### config.mk
export PLATFORM = sky130hd
export DESIGN_NAME = execute_mc_flat
export DESIGN_NICKNAME = d
export VERILOG_FILES = /design/src/rtl/execute_mc_pkg.sv /design/src/rtl/execute_mc_if.sv /design/src/rtl/execute_mc_iter.sv /design/src/rtl/execute_mc.sv /design/src/flat_wrapper.sv
export SDC_FILE = /design/constraint.sdc
export NUM_CORES = 1
export LEC_CHECK = 0
export CAP_MARGIN = 20
export CORE_AREA = 4 4 166 168
export DETAILED_ROUTE_END_ITERATION = 6
export DIE_AREA = 0 0 170 172
export PLACE_DENSITY = 0.66
export SYNTH_ARGS = -nofsm -noshare
export SYNTH_HDL_FRONTEND = slang
export SYNTH_SLANG_ARGS = --single-unit
### constraint.sdc
create_clock -name clk -period 4.9 [get_ports clk]
set_input_delay 0.735 -clock clk [delete_from_list [all_inputs] [get_ports clk]]
set_output_delay 0.735 -clock clk [all_outputs]
set_load 0.01 [all_outputs]
### src/rtl/execute_mc_pkg.sv
// rtl/execute_mc_pkg.sv - op codes, branch codes and FSM state for execute_mc
package exec_pkg;

  localparam logic [3:0] OP_ADD  = 4'd0;
  localparam logic [3:0] OP_SUB  = 4'd1;
  localparam logic [3:0] OP_XOR  = 4'd2;
  localparam logic [3:0] OP_ANDN = 4'd3;
  localparam logic [3:0] OP_ROL  = 4'd4;
  localparam logic [3:0] OP_SLL  = 4'd5;
  localparam logic [3:0] OP_ROR  = 4'd6;
  localparam logic [3:0] OP_SRL  = 4'd7;
  localparam logic [3:0] OP_SEQ  = 4'd8;
  localparam logic [3:0] OP_SLT  = 4'd9;
  localparam logic [3:0] OP_SLE  = 4'd10;
  localparam logic [3:0] OP_SCO  = 4'd11;
  localparam logic [3:0] OP_BTR  = 4'd12;
  localparam logic [3:0] OP_LBI  = 4'd13;
  localparam logic [3:0] OP_MUL  = 4'd14;
  localparam logic [3:0] OP_DIVU = 4'd15;

  localparam logic [2:0] BR_NONE = 3'b000;
  localparam logic [2:0] BR_BEQZ = 3'b100;
  localparam logic [2:0] BR_BNEZ = 3'b101;
  localparam logic [2:0] BR_BLTZ = 3'b110;
  localparam logic [2:0] BR_BGEZ = 3'b111;

  typedef enum logic [1:0] {IDLE, BUSY, DONE} state_t;

  function automatic logic is_iter_op(input logic [3:0] op);
    return (op == OP_MUL) || (op == OP_DIVU);
  endfunction

endpackage

### src/rtl/execute_mc_if.sv
// rtl/execute_mc_if.sv - decode-side and memory-side handshake bundle of execute_mc
interface execute_mc_if #(parameter int WIDTH = 16);
  logic             in_valid;
  logic             in_ready;
  logic [3:0]       op;
  logic [WIDTH-1:0] a;
  logic [WIDTH-1:0] b;
  logic [WIDTH-1:0] imm;
  logic             use_imm;
  logic [WIDTH-1:0] inc_pc;
  logic [2:0]       br_cond;
  logic             jump;
  logic             jump_reg;
  logic             out_valid;
  logic             out_ready;
  logic [WIDTH-1:0] result;
  logic [WIDTH-1:0] new_pc;
  logic             pc_src;
  logic             ofl;

  modport master (
    output in_valid, op, a, b, imm, use_imm, inc_pc, br_cond, jump, jump_reg, out_ready,
    input  in_ready, out_valid, result, new_pc, pc_src, ofl
  );

  modport slave (
    input  in_valid, op, a, b, imm, use_imm, inc_pc, br_cond, jump, jump_reg, out_ready,
    output in_ready, out_valid, result, new_pc, pc_src, ofl
  );
endinterface

### src/rtl/execute_mc_iter.sv
// rtl/execute_mc_iter.sv - shared radix-2 shift-add multiplier / restoring divider
module exec_iter #(
  parameter int WIDTH = 16
) (
  input  logic             clk,
  input  logic             rst,
  input  logic             start,
  input  logic             is_div,
  input  logic [WIDTH-1:0] a,
  input  logic [WIDTH-1:0] b,
  output logic             done,
  output logic [WIDTH-1:0] lo,
  output logic             hi_nz,
  output logic             div0
);
  localparam int CW = $clog2(WIDTH);

  // hi is the product high half for MUL and the partial remainder for DIVU;
  // lo starts as multiplier/dividend and ends as product low half/quotient.
  logic [WIDTH-1:0] hi, lo_q, m;
  logic             div_q, zero_q, run;
  logic [CW-1:0]    cnt;
  logic [WIDTH:0]   add_s, trial;

  always_comb begin
    add_s = {1'b0, hi} + {1'b0, (lo_q[0] ? m : '0)};
    trial = {hi, lo_q[WIDTH-1]} - {1'b0, m};
  end

  always_ff @(posedge clk or negedge rst) begin
    if (!rst) begin
      hi     <= '0;
      lo_q   <= '0;
      m      <= '0;
      div_q  <= 1'b0;
      zero_q <= 1'b0;
      run    <= 1'b0;
      cnt    <= '0;
      done   <= 1'b0;
    end else begin
      done <= 1'b0;
      if (start) begin
        hi     <= '0;
        lo_q   <= a;
        m      <= b;
        div_q  <= is_div;
        zero_q <= (b == '0);
        run    <= 1'b1;
        cnt    <= '0;
      end else if (run) begin
        if (div_q) begin
          // A zero divisor never borrows, so the quotient saturates to all ones.
          if (!trial[WIDTH]) begin
            hi   <= trial[WIDTH-1:0];
            lo_q <= {lo_q[WIDTH-2:0], 1'b1};
          end else begin
            hi   <= {hi[WIDTH-2:0], lo_q[WIDTH-1]};
            lo_q <= {lo_q[WIDTH-2:0], 1'b0};
          end
        end else begin
          hi   <= add_s[WIDTH:1];
          lo_q <= {add_s[0], lo_q[WIDTH-1:1]};
        end
        cnt <= cnt + 1'b1;
        if (cnt == CW'(WIDTH - 1)) begin
          run  <= 1'b0;
          done <= 1'b1;
        end
      end
    end
  end

  assign lo    = lo_q;
  assign hi_nz = ~div_q & (|hi);
  assign div0  = div_q & zero_q;

endmodule

### src/rtl/execute_mc.sv
// rtl/execute_mc.sv - multi-cycle execute stage: 1-cycle ALU/branch ops, iterative MUL/DIVU
module execute_mc
  import exec_pkg::*;
#(
  parameter int WIDTH = 16,
  parameter int SHW   = $clog2(WIDTH)
) (
  input logic         clk,
  input logic         rst,
  execute_mc_if.slave bus
);
  state_t           state;
  logic [WIDTH-1:0] bv, diff, alu_res, tgt, result_q, new_pc_q, iter_lo;
  logic [WIDTH:0]   sum;
  logic [SHW-1:0]   sh;
  logic             alu_ofl, cond, accept, iter_start;
  logic             iter_done, iter_hi_nz, iter_div0;
  logic             out_valid_q, pc_src_q, ofl_q;

  always_comb begin
    bv      = bus.use_imm ? bus.imm : bus.b;
    sum     = {1'b0, bus.a} + {1'b0, bv};
    diff    = bus.a - bv;
    sh      = bv[SHW-1:0];
    alu_res = '0;
    alu_ofl = 1'b0;
    case (bus.op)
      OP_ADD: begin
        alu_res = sum[WIDTH-1:0];
        alu_ofl = (bus.a[WIDTH-1] == bv[WIDTH-1]) && (sum[WIDTH-1] != bus.a[WIDTH-1]);
      end
      OP_SUB: begin
        alu_res = diff;
        alu_ofl = (bus.a[WIDTH-1] != bv[WIDTH-1]) && (diff[WIDTH-1] != bus.a[WIDTH-1]);
      end
      OP_XOR:  alu_res = bus.a ^ bv;
      OP_ANDN: alu_res = bus.a & ~bv;
      // Shifting by WIDTH yields zero, which keeps the zero-amount rotate correct.
      OP_ROL:  alu_res = (bus.a << sh) | (bus.a >> (WIDTH - int'(sh)));
      OP_SLL:  alu_res = bus.a << sh;
      OP_ROR:  alu_res = (bus.a >> sh) | (bus.a << (WIDTH - int'(sh)));
      OP_SRL:  alu_res = bus.a >> sh;
      OP_SEQ:  alu_res = WIDTH'(bus.a == bv);
      OP_SLT:  alu_res = WIDTH'($signed(bus.a) < $signed(bv));
      OP_SLE:  alu_res = WIDTH'($signed(bus.a) <= $signed(bv));
      OP_SCO:  alu_res = WIDTH'(sum[WIDTH]);
      OP_BTR:  for (int i = 0; i < WIDTH; i++) alu_res[i] = bus.a[WIDTH-1-i];
      OP_LBI:  alu_res = bus.imm;
      default: alu_res = '0;
    endcase

    case (bus.br_cond)
      BR_BEQZ: cond = (bus.a == '0);
      BR_BNEZ: cond = (bus.a != '0);
      BR_BLTZ: cond = bus.a[WIDTH-1];
      BR_BGEZ: cond = ~bus.a[WIDTH-1];
      default: cond = 1'b0;
    endcase
    tgt = (bus.jump_reg ? bus.a : bus.inc_pc) + bus.imm;
  end

  assign bus.in_ready = (state == IDLE) || ((state == DONE) && bus.out_ready);
  assign accept       = bus.in_valid && bus.in_ready;
  assign iter_start   = accept && is_iter_op(bus.op);

  exec_iter #(.WIDTH(WIDTH)) u_iter (
    .clk    (clk),
    .rst    (rst),
    .start  (iter_start),
    .is_div (bus.op == OP_DIVU),
    .a      (bus.a),
    .b      (bv),
    .done   (iter_done),
    .lo     (iter_lo),
    .hi_nz  (iter_hi_nz),
    .div0   (iter_div0)
  );

  always_ff @(posedge clk or negedge rst) begin
    if (!rst) begin
      state       <= IDLE;
      out_valid_q <= 1'b0;
      result_q    <= '0;
      new_pc_q    <= '0;
      pc_src_q    <= 1'b0;
      ofl_q       <= 1'b0;
    end else begin
      case (state)
        IDLE, DONE: begin
          if (accept) begin
            // Redirect fields are captured now; out_valid stays low until the op finishes.
            new_pc_q <= tgt;
            pc_src_q <= bus.jump | cond;
            if (is_iter_op(bus.op)) begin
              state       <= BUSY;
              out_valid_q <= 1'b0;
            end else begin
              state       <= DONE;
              out_valid_q <= 1'b1;
              result_q    <= alu_res;
              ofl_q       <= alu_ofl;
            end
          end else if ((state == DONE) && bus.out_ready) begin
            state       <= IDLE;
            out_valid_q <= 1'b0;
          end
        end
        BUSY: begin
          if (iter_done) begin
            state       <= DONE;
            out_valid_q <= 1'b1;
            result_q    <= iter_lo;
            ofl_q       <= iter_hi_nz | iter_div0;
          end
        end
        default: state <= IDLE;
      endcase
    end
  end

  assign bus.out_valid = out_valid_q;
  assign bus.result    = result_q;
  assign bus.new_pc    = new_pc_q;
  assign bus.pc_src    = pc_src_q;
  assign bus.ofl       = ofl_q;

endmodule

### src/flat_wrapper.sv
// flat-port wrapper written by rule: the top's interface ports become plain ports
module execute_mc_flat import exec_pkg::*;
#(
  parameter int WIDTH = 16,
  parameter int SHW   = $clog2(WIDTH)
)
  (clk, rst, bus_in_valid, bus_op, bus_a, bus_b, bus_imm, bus_use_imm, bus_inc_pc, bus_br_cond, bus_jump, bus_jump_reg, bus_out_ready, bus_in_ready, bus_out_valid, bus_result, bus_new_pc, bus_pc_src, bus_ofl);
  execute_mc_if #(.WIDTH(WIDTH)) bus_i ();
  input logic clk;
  input logic rst;
  input wire logic [$bits(bus_i.in_valid)-1:0] bus_in_valid;
  input wire logic [$bits(bus_i.op)-1:0] bus_op;
  input wire logic [$bits(bus_i.a)-1:0] bus_a;
  input wire logic [$bits(bus_i.b)-1:0] bus_b;
  input wire logic [$bits(bus_i.imm)-1:0] bus_imm;
  input wire logic [$bits(bus_i.use_imm)-1:0] bus_use_imm;
  input wire logic [$bits(bus_i.inc_pc)-1:0] bus_inc_pc;
  input wire logic [$bits(bus_i.br_cond)-1:0] bus_br_cond;
  input wire logic [$bits(bus_i.jump)-1:0] bus_jump;
  input wire logic [$bits(bus_i.jump_reg)-1:0] bus_jump_reg;
  input wire logic [$bits(bus_i.out_ready)-1:0] bus_out_ready;
  output wire logic [$bits(bus_i.in_ready)-1:0] bus_in_ready;
  output wire logic [$bits(bus_i.out_valid)-1:0] bus_out_valid;
  output wire logic [$bits(bus_i.result)-1:0] bus_result;
  output wire logic [$bits(bus_i.new_pc)-1:0] bus_new_pc;
  output wire logic [$bits(bus_i.pc_src)-1:0] bus_pc_src;
  output wire logic [$bits(bus_i.ofl)-1:0] bus_ofl;
  assign bus_i.in_valid = bus_in_valid;
  assign bus_i.op = bus_op;
  assign bus_i.a = bus_a;
  assign bus_i.b = bus_b;
  assign bus_i.imm = bus_imm;
  assign bus_i.use_imm = bus_use_imm;
  assign bus_i.inc_pc = bus_inc_pc;
  assign bus_i.br_cond = bus_br_cond;
  assign bus_i.jump = bus_jump;
  assign bus_i.jump_reg = bus_jump_reg;
  assign bus_i.out_ready = bus_out_ready;
  assign bus_in_ready = bus_i.in_ready;
  assign bus_out_valid = bus_i.out_valid;
  assign bus_result = bus_i.result;
  assign bus_new_pc = bus_i.new_pc;
  assign bus_pc_src = bus_i.pc_src;
  assign bus_ofl = bus_i.ofl;
  execute_mc #(.WIDTH(WIDTH), .SHW(SHW)) u_core (.clk(clk), .rst(rst), .bus(bus_i));
endmodule
==> metrics.md <==
| Metric | Value |
|---|---|
| Leading register cell type out of synthesis | `sky130_fd_sc_hd__dfrtp_1` |
| Setup violators final | `0` |
| Failing checks | `DRC` |
| Vias | `12.6k` |
| Drc violations | `6` |
| Area after detailed placement | `13300 sq um` |
| Endpoint class of the critical path | `flop` |
| Kind of path behind the tightest hold check | `input port to asynchronous set/reset pin` |
| Share of flip-flops with an asynchronous set or reset after synthesis | `1.00` |
| Power density over the cells | `445 nW/um^2` |
| Portion of the post-synthesis area used by sequential elements | `0.201` |
| Final Hold Vio Count | `0` |
| Mean post-synth cell area | `7.79 sq um` |
| Setup repair after global routing missed its margin | `false` |
| Number of diodes added for antenna fixing | `0` |
| CTS Buffer Depth | `2` |
| Share of layout cells above drive strength 1 | `0.0958` |
| Net count, final | `1760` |
| Final-layout fill cell count | `2533` |
| Max capacitance violation total | `0` |
| Area occupied by multi-input gates | `8600 sq um` |
| Post-cts sizing count | `0` |
| Clock input transition at the sequential cells of the worst setup and hold paths | `90 ps` |
| Aggregate negative setup slack | `0 ps` |
| Synthesis Warnings | `0` |
| I/O pin total | `114` |
| Final clock period utilization by the worst path | `0.883` |
| Distinct cell type count of the synthesized netlist | `83` |
| Antenna violations before repair | `0` |
| Clock buffers created by TritonCTS | `9` |
| Max-slew headroom | `0.415` |
| Status | `finished, violations left` |
| Antenna violation net count after detailed routing | `0` |
| Residual overflow from global routing | `0` |
| Maximum net fanout on the critical path | `19` |
| Hpwl dp | `40100 um` |
| Floorplan die height | `172 um` |
| Synth top area cells | `sky130_fd_sc_hd__dfrtp_1 (20%), sky130_fd_sc_hd__mux2i_1 (10%), sky130_fd_sc_hd__ha_1 (9.2%), sky130_fd_sc_hd__nand2_1 (5.6%), sky130_fd_sc_hd__o21ai_0 (5.3%)` |
| First drt pass iteration count | `7` |
| Sink count of the clock tree | `93` |
| Peak supply drop | `533 uV` |
| Post-synth EDFFs | `0` |
| WHS | `441 ps` |
| Leakage component of the power | `5.93 nW` |
| Start-to-end type of the worst setup path | `input port to flop` |
| Number of DRC violations after detailed-routing iteration 0 | `1425` |
| Via count of the first global-routing pass | `12.2k` |
| Sequential Area | `2330 sq um` |
| Synth top area share | `0.201` |
| Maximum clock frequency | `0.231 GHz` |
| Post-route cell area | `13600 sq um` |
| Global-route wire length before repair | `76200 um` |
| Number of flip-flops and latches in the synthesized netlist | `93` |
| Buffer count from post-CTS setup fixing | `0` |
| Total wirelength of the detailed-routed design | `51000 um` |
| Startpoint type of the worst setup path | `input port` |
| Crit path arrival time | `4550 ps` |
| Number of buffers inserted by hold repair at cts | `0` |
| Number of max-slew violations in the final report | `0` |
| Die width | `170 um` |
| Cell at the root of the clock tree | `sky130_fd_sc_hd__clkbuf_16` |
| Port Buffer Count | `113` |
| Starting Density | `0.447` |
| Core box area | `25900 sq um` |
| Clock latency reported for the late side of the worst-skew pair | `360 ps` |
| Synthesized cell area | `11600 sq um` |
| Max H-tree Level | `3` |
| Post-DR wirelength/cell | `26.4 um` |
| Start point of the critical path | `bus_use_imm` |
| Final clock skew | `16.2 ps` |
| Library cell with the largest summed area after synthesis | `sky130_fd_sc_hd__dfrtp_1` |
| Combined global-route utilization of all metal layers | `0.343` |
| CTS tree | `built` |
| Total die area | `29200 sq um` |
| Vias per cell | `6.51` |
| Worst Tran Pin Value | `873 ps` |
| Final Wtd Congestion | `1.06` |
| Data required time at the worst endpoint | `5130 ps` |
| Launch point of the worst reg-to-reg path | `u_core.u_iter.lo[15]` |
| Final worst path period need | `4330 ps` |
| Net count after synthesis | `1654` |
| Largest net degree at the start of global routing | `60` |
| Total number of placement rows | `59` |
| Post-Syn Instances | `1486` |
| Layout overhead on the synthesized area | `18.0%` |
[placed cells by master, fill, tap and decap left out, types with 13 or more instances in the layout]
cell type | synthesis | routed
sky130_fd_sc_hd__nand2_1 | 174 | 174
sky130_fd_sc_hd__o21ai_0 | 122 | 122
sky130_fd_sc_hd__a21oi_1 | 116 | 116
sky130_fd_sc_hd__mux2i_1 | 116 | 115
sky130_fd_sc_hd__clkdlybuf4s50_1 | 0 | 112
sky130_fd_sc_hd__dfrtp_1 | 93 | 92
sky130_fd_sc_hd__nor2_1 | 91 | 90
sky130_fd_sc_hd__ha_1 | 85 | 85
sky130_fd_sc_hd__buf_4 | 2 | 80
sky130_fd_sc_hd__inv_1 | 62 | 62
sky130_fd_sc_hd__nand3_1 | 41 | 41
sky130_fd_sc_hd__nor3_1 | 35 | 35
sky130_fd_sc_hd__xnor2_1 | 33 | 33
sky130_fd_sc_hd__and2_1 | 27 | 27
sky130_fd_sc_hd__a211oi_1 | 23 | 23
sky130_fd_sc_hd__a21o_1 | 22 | 22
sky130_fd_sc_hd__xor2_1 | 22 | 22
sky130_fd_sc_hd__mux2_2 | 21 | 21
sky130_fd_sc_hd__a31oi_1 | 19 | 19
sky130_fd_sc_hd__nor2b_1 | 17 | 17
sky130_fd_sc_hd__o22ai_1 | 16 | 16
sky130_fd_sc_hd__o211ai_1 | 15 | 15
sky130_fd_sc_hd__nand4_1 | 15 | 15
sky130_fd_sc_hd__a22oi_1 | 15 | 15
sky130_fd_sc_hd__nor4_1 | 14 | 13
[critical path, cell delays in order]
cell and delay, ps:
sky130_fd_sc_hd__clkdlybuf4s50_1 720, sky130_fd_sc_hd__buf_12 240, sky130_fd_sc_hd__mux2i_4 330, sky130_fd_sc_hd__ha_1 380, sky130_fd_sc_hd__nand2b_1 120, sky130_fd_sc_hd__o311ai_0 200
sky130_fd_sc_hd__a21o_1 300, sky130_fd_sc_hd__o31a_1 270, sky130_fd_sc_hd__a2111oi_0 400, sky130_fd_sc_hd__a21oi_1 160, sky130_fd_sc_hd__nor3_1 520, sky130_fd_sc_hd__o22ai_1 160
[per-stage QoR]
stage	instances	worst slack [ps]	total power, mW	utilization
2_1_floorplan	1486	857	4.01	-
3_3_place_gp	1916	278	5.22	0.515
5_1_grt	1932	360	6.55	0.527
6_report	1932	572	6.08	0.527
4_1_cts	1932	660	6.03	0.527
3_5_place_dp	1916	276	5.27	0.515
[cell type report]
cell class	count	share of cell area
sequential	93	0.171
clock inverter	7	0.00559
clock buffer	9	0.0165
timing repair buffer	193	0.128
tap	335	0.0307
inverter	68	0.0193
multi-input combinational	1227	0.630
[cell usage after synthesis (27+ instances only)]
| cell | count |
|---|---|
| sky130_fd_sc_hd__nor3_1 | 35 |
| sky130_fd_sc_hd__nand2_1 | 174 |
| sky130_fd_sc_hd__o21ai_0 | 122 |
| sky130_fd_sc_hd__ha_1 | 85 |
| sky130_fd_sc_hd__nand3_1 | 41 |
| sky130_fd_sc_hd__and2_1 | 27 |
| sky130_fd_sc_hd__xnor2_1 | 33 |
| sky130_fd_sc_hd__a21oi_1 | 116 |
| sky130_fd_sc_hd__inv_1 | 62 |
| sky130_fd_sc_hd__clkbuf_1 | 81 |
| sky130_fd_sc_hd__mux2i_1 | 116 |
| sky130_fd_sc_hd__dfrtp_1 | 93 |
| sky130_fd_sc_hd__nor2_1 | 91 |
[path summary, 6_finish.rpt]
kind	depth (start not counted)	slack (ps)	end
max	12	570	u_core.bus.result[9]
min	1	440	u_core.u_iter.cnt[1]
max reg2reg	13	930	u_core.u_iter.hi[8]
min reg2reg	2	480	u_core.u_iter.zero_q
max in group asynchronous	2	3450	u_core.bus.new_pc[2]
min in group clk	2	480	u_core.u_iter.zero_q
[registers in the layout (all words and copies together) (netlist names)]
register / cells
u_core.bus.ofl: 1
u_core.u_iter.hi: 16
u_core.u_iter.lo: 16
u_core.u_iter.cnt: 4
u_core.state: 2
u_core.u_iter.m: 16
u_core.bus.result: 16
u_core.u_iter.run: 1
u_core.u_iter.done: 1
u_core.bus.out_valid: 1
u_core.bus.pc_src: 1
u_core.bus.new_pc: 16
u_core.u_iter.div_q: 1
u_core.u_iter.zero_q: 1
[power breakdown]
group | internal, mW | total, mW | switching, mW | leakage [nW]
logic | 1.72 | 3.94 | 2.22 | 4.63
clock network | 0.365 | 0.744 | 0.379 | 0.149
registers | 1.06 | 1.39 | 0.331 | 1.15
total | 3.15 | 6.08 | 2.93 | 5.93
[cell families (layout without fill, tap and decap cells)]
kind of cell	Yosys count	after routing	synth area share
xor+xnor	59	59	0.0488
mux	151	151	0.146
flops	93	93	0.201
compound gates	463	463	0.258
fa+ha+maj	90	90	0.101
buf+inv	166	277	0.0577
simple gates	464	464	0.188
[per-layer routing]
| layer | part of all wire | vias to the layer above | track usage | routed length [um] |
|---|---|---|---|---|
| met2 | 0.45 | 677 | 0.541 | 22700 |
| met4 | 0.049 | 0 | 0.145 | 2520 |
| li1 | - | 5700 | - | - |
| met5 | 0 | - | 0 | 0 |
| met1 | 0.42 | 6066 | 0.455 | 21200 |
| met3 | 0.090 | 133 | 0.0745 | 4580 |
No activity file was read; power rests on OpenSTA's default activity.
